### src/rtl/pc_unit.sv
// Fetch-stage program counter: next-PC selection, stallable PC register and a
// circular return-address stack that predicts return targets.
module pc_unit #(
  parameter int unsigned WIDTH        = 32,
  parameter int unsigned RESET_VECTOR = 32'h0,
  parameter int unsigned EXC_VECTOR   = 32'h80,
  parameter int unsigned INSTR_BYTES  = 4,
  parameter int unsigned RAS_DEPTH    = 4
) (
  input  logic                           clock,
  input  logic                           rst,
  input  logic                           stall,
  input  logic                           exception,
  input  logic                           branch_taken,
  input  logic [WIDTH-1:0]               branch_target,
  input  logic                           jump,
  input  logic [WIDTH-1:0]               jump_target,
  input  logic                           call,
  input  logic                           ret,
  input  logic [WIDTH-1:0]               link_addr,
  output logic [WIDTH-1:0]               pc,
  output logic [WIDTH-1:0]               pc_next,
  output logic                           redirect,
  output logic [$clog2(RAS_DEPTH):0]     ras_count,
  output logic                           ras_overflow,
  output logic                           ras_underflow
);

  localparam int unsigned PW = $clog2(RAS_DEPTH);
  localparam int unsigned CW = PW + 1;

  localparam logic [WIDTH-1:0] RST_PC = WIDTH'(RESET_VECTOR);
  localparam logic [WIDTH-1:0] EXC_PC = WIDTH'(EXC_VECTOR);
  localparam logic [WIDTH-1:0] STEP   = WIDTH'(INSTR_BYTES);
  localparam logic [CW-1:0]    FULL   = CW'(RAS_DEPTH);

  logic [WIDTH-1:0] ras_mem [RAS_DEPTH];
  logic [PW-1:0]    top_ptr;
  logic [PW-1:0]    ptr_inc;
  logic [PW-1:0]    ptr_dec;
  logic [WIDTH-1:0] ras_top;
  logic             ras_empty;
  logic             ras_full;
  logic             ras_act;
  logic             pc_load;
  logic             non_seq;

  assign ptr_inc   = top_ptr + PW'(1);
  assign ptr_dec   = top_ptr - PW'(1);
  assign ras_top   = ras_mem[top_ptr];
  assign ras_empty = (ras_count == '0);
  assign ras_full  = (ras_count == FULL);

  // A taken branch or exception squashes whatever decode is doing with the RAS.
  assign ras_act = jump & ~stall & ~exception & ~branch_taken;
  assign pc_load = exception | ~stall;
  assign non_seq = exception | branch_taken | jump;

  // pc_next is the selected target; the stall only decides whether it is loaded.
  always_comb begin
    pc_next = pc + STEP;
    if (exception)
      pc_next = EXC_PC;
    else if (branch_taken)
      pc_next = branch_target;
    else if (jump && ret)
      pc_next = ras_empty ? jump_target : ras_top;
    else if (jump)
      pc_next = jump_target;
  end

  always_ff @(posedge clock) begin
    if (rst) begin
      pc       <= RST_PC;
      redirect <= 1'b0;
    end else if (pc_load) begin
      pc       <= pc_next;
      redirect <= non_seq;
    end
  end

  // RAS control: pointer, occupancy and sticky error flags.
  always_ff @(posedge clock) begin
    if (rst) begin
      top_ptr       <= '0;
      ras_count     <= '0;
      ras_overflow  <= 1'b0;
      ras_underflow <= 1'b0;
    end else if (ras_act) begin
      unique case ({call, ret})
        2'b10: begin
          top_ptr <= ptr_inc;
          if (ras_full) ras_overflow <= 1'b1;
          else          ras_count    <= ras_count + CW'(1);
        end
        2'b01: begin
          if (ras_empty) begin
            ras_underflow <= 1'b1;
          end else begin
            top_ptr   <= ptr_dec;
            ras_count <= ras_count - CW'(1);
          end
        end
        2'b11: begin
          if (ras_empty) begin
            ras_underflow <= 1'b1;
            top_ptr       <= ptr_inc;
            ras_count     <= CW'(1);
          end
        end
        default: ;
      endcase
    end
  end

  // RAS storage: a full push lands on the oldest slot, which is what ptr_inc hits.
  always_ff @(posedge clock) begin
    if (!rst && ras_act && call) begin
      if (ret && !ras_empty) ras_mem[top_ptr] <= link_addr;
      else                   ras_mem[ptr_inc] <= link_addr;
    end
  end

endmodule

### config.mk
export PLATFORM = sky130hd
export DESIGN_NAME = pc_unit
export DESIGN_NICKNAME = d
export VERILOG_FILES = /design/src/rtl/pc_unit.sv
export SDC_FILE = /design/constraint.sdc
export NUM_CORES = 1
export LEC_CHECK = 0
export ABC_CLOCK_PERIOD_IN_PS = 9800
export CAP_MARGIN = 5
export CORE_MARGIN = 2
export CORE_UTILIZATION = 45
export CTS_CLUSTER_DIAMETER = 50
export CTS_CLUSTER_SIZE = 24
export DETAILED_ROUTE_END_ITERATION = 8
export PLACE_DENSITY = 0.82
export SLEW_MARGIN = 20
export SYNTH_ARGS = -nofsm -noshare
export SYNTH_HDL_FRONTEND = slang
export SYNTH_SLANG_ARGS = --single-unit
### constraint.sdc
create_clock -name clock -period 9.8 [get_ports clock]
set_clock_uncertainty 0.05 [all_clocks]
set_input_delay 0.98 -clock clock [delete_from_list [all_inputs] [get_ports clock]]
set_output_delay 0.98 -clock clock [all_outputs]
set_load 0.01 [all_outputs]
==> run_results.csv <==
group,metric,value,unit
route,drc,0,
global_routing,met2_usage,40.5,%
cts,ctsHoldBuffers,0,
global_routing,top_usage_layer,"met2",
cells_and_area,area_growth,31.9,%
die,pin_count,174,
die,starting_utilization_of_the_core_area,46.0,%
sta,hold_viol_final,0,
sta,tightest_slew,0.889,ns
setup_path,critical-path-slowest-cell,"sky130_fd_sc_hd__nor3_1",
power,pwr_density_cell,153,nW/um^2
die,row_count,48,
route,drt_pre_antenna_iters,6,
cts,clock_path_buffers,2,
die,die_w,137,um
cells_and_area,final_layout_size_suffix_gt1_share,11.6,%
yosys,netlist_area,7950,sq um
global_routing,antenna_found_initial,2,
die,floorplan.die_area,18700,sq um
route,detail-route-antenna-nets,0,
place,placed_cells,1030,
yosys,synthesis.nets,768,
sta,final-max-slew-violation-count,0,
place,io_buffer_count,173,
setup_path,critPathRequiredTime,8.77,ns
place,detailed_place_hpwl,16100,um
global_routing,grt.total_usage,25.2,%
setup_path,timing.critical_path.buf_inv,1,
cts,cts_root_buf,"sky130_fd_sc_hd__clkbuf_16",
die,core,17300,sq um
power,p_total,1.60,mW
route,avgRoutedWirePerCell,21.7,um
cts,htree_num_levels,4,
sta,setup_tns,0,ns
sta,fin_crit,4.90,ns
setup_path,type_of_the_setup_path_with_the_least_slack,"reg2out",
place,gp_congestion,0.928,
setup_path,end_kind,"output pin",
global_routing,globalRouteOverflowTotal,0,
die,die_h,137,um
yosys,synth.lib_cells_used.distinct,61,
cts,cts_buffers,17,
run,drv.max_cap_violation_count,0,
global_routing,grt_start_max_net_pins,50,
sta,rsz_0062_raised_after_global_routing,"false",
sta,final_min_period_over_clock_period,50.0,%
sta,final-setup-viol-count,0,
power,total_leakage_power,3.38,nW
cells_and_area,final_cell_mix,"172 x sky130_fd_sc_hd__clkdlybuf4s50_1, 128 x sky130_fd_sc_hd__edfxtp_1, 75 x sky130_fd_sc_hd__nand2_1",
cts,tritoncts_num_sinks,170,
setup_path,cp_cell_sequence,"ha_1 -> nand4_1 -> nor3_1 -> nand3_1 -> xor2_1 -> a2111oi_0 -> clkdlybuf4s50_1",
cells_and_area,fin_util,60.6,%
cts,cts_setup_buffers,0,
setup_path,cp.arrival,3.87,ns
cells_and_area,nNetsFinal,931,
yosys,synth-warning-count,0,
route,routed_via_density,6.04,
cells_and_area,mostFrequentLayoutCell,"sky130_fd_sc_hd__clkdlybuf4s50_1",
sta,relSlewSlack,40.7,%
route,finalWirelength,23100,um
global_routing,first_global_vias,6052,
outcome,run_status,"completed",
yosys,async_reset_ff_share,0,%
yosys,synth.yosys.seq_area_share,58.9,%
yosys,ys_ff_latch,170,
power,vdd_drop_max,0.000132,V
cells_and_area,post_layout_nonfiller_instances,1064,
global_routing,globalRouteMet1Util,33.8,%
route,drt-initial-drc-count,789,
sta,maxClockFrequency,204,MHz
yosys,synth-edff-count,128,
setup_path,crit_fanout,10,
global_routing,grt_pass1_wl,34800,um
setup_path,critical_path.top_delay_family,"simple AND/OR/NAND/NOR gates",
cts,postCtsResizedCells,0,
worst_hold_path,hold_crit_class,"reg2reg",
route,num_vias,6426,
yosys,syn-instance-count,662,
cts,worstSkewPairLatency,0.44,ns
setup_path,critPathMaxStageDelay,0.76,ns
setup_path,crit_path_start_kind,"flip-flop",
cts,tritoncts,"done",
yosys,ys_flop_type,"sky130_fd_sc_hd__edfxtp_1",
yosys,avgSynthCellArea,12.0,sq um
global_routing,gr-usage-met3,6.33,%
cts,clk_transition_reported_paths,0.07,ns
==> cells in the mapped netlist, types with 11 or more instances <==
cell type | count | area share, %
sky130_fd_sc_hd__a21oi_1 | 55 | 3.5
sky130_fd_sc_hd__a31oi_1 | 11 | 0.87
sky130_fd_sc_hd__clkbuf_1 | 28 | 1.3
sky130_fd_sc_hd__dfxtp_1 | 42 | 11
sky130_fd_sc_hd__edfxtp_1 | 128 | 48
sky130_fd_sc_hd__inv_1 | 16 | 0.76
sky130_fd_sc_hd__mux4_2 | 32 | 9.1
sky130_fd_sc_hd__nand2_1 | 75 | 3.5
sky130_fd_sc_hd__nand3_1 | 21 | 1.3
sky130_fd_sc_hd__nand4_1 | 14 | 1.1
sky130_fd_sc_hd__nor2_1 | 46 | 2.2
sky130_fd_sc_hd__nor3_1 | 15 | 0.94
sky130_fd_sc_hd__o21ai_0 | 30 | 1.9
==> area by class of cell <==
cell class	count	area, sq um
Clock inverter	15	138
Fill cell	1372	6810
Inverter	16	60.1
Timing Repair Buffer	187	1830
Sequential cell	170	4690
Tap cell	225	282
Multi-Input combinational cell	433	3060
Antenna cell	1	2.50
Clock buffer	17	425
==> worst paths after layout <==
path	from	end	slack, ns	cells past startpoint
min	ras_overflow$_SDFFE_PP0P_	ras_overflow$_SDFFE_PP0P_	0.42	1
max reg2reg	pc[3]$_SDFFE_PP0P_	pc[30]$_SDFFE_PP0P_	7.09	6
max	pc[3]$_SDFFE_PP0P_	pc_next[30]	4.90	7
min reg2reg	ras_overflow$_SDFFE_PP0P_	ras_overflow$_SDFFE_PP0P_	0.42	1
==> worst register-to-register path, stage by stage (launching register included) <==
cell,delay (ns)
sky130_fd_sc_hd__dfxtp_1,0.41
sky130_fd_sc_hd__ha_1,0.25
sky130_fd_sc_hd__nand4_1,0.37
sky130_fd_sc_hd__nor3_1,0.76
sky130_fd_sc_hd__nand3_1,0.27
sky130_fd_sc_hd__and4b_1,0.25
sky130_fd_sc_hd__a221o_1,0.25
==> through the flow <==
stage | cell area (sq um) | worst slack, ns | hold slack (ns)
floorplan | 7950 | 5.73 | 0.440
global placement | 9910 | 5.15 | 0.402
detailed placement | 9910 | 5.20 | 0.408
CTS | 10500 | 4.91 | 0.423
global route | 10500 | 4.69 | 0.438
finish | 10500 | 4.90 | 0.418
==> logic make-up (layout without fill, tap and decap cells) <==
group	count (synthesis)	count (layout)	synth area share (%)
XOR/XNOR	15	15	1.65
AND/OR/NAND/NOR	219	219	13.6
flip-flops	170	170	58.9
multiplexers	37	37	9.72
other	0	1	0
adder cells (fa/ha/maj)	2	2	0.409
AO/OA/AOI/OAI	160	160	12.8
buffers and inverters	59	235	2.88
==> sequential cells by signal, summed over array words and instances, names as in the netlist, named ones only <==
name,count
ras_overflow,1
ras_count,3
ras_mem,128
redirect,1
pc,32
ras_underflow,1
top_ptr,2
==> layer usage <==
layer | up-vias | share of wire (%)
met1 | 3068 | 40
met2 | 402 | 48
met3 | 43 | 10
met5 | - | 0.056
met4 | 2 | 1.9
li1 | 2911 | -
==> report_power, final <==
| part | total (mW) | internal [mW] | switching [mW] |
|---|---|---|---|
| Combinational | 0.171 | 0.0892 | 0.0821 |
| Sequential | 0.791 | 0.780 | 0.0112 |
| Clock | 0.642 | 0.335 | 0.308 |
No activity file was read; power rests on OpenSTA's default activity.
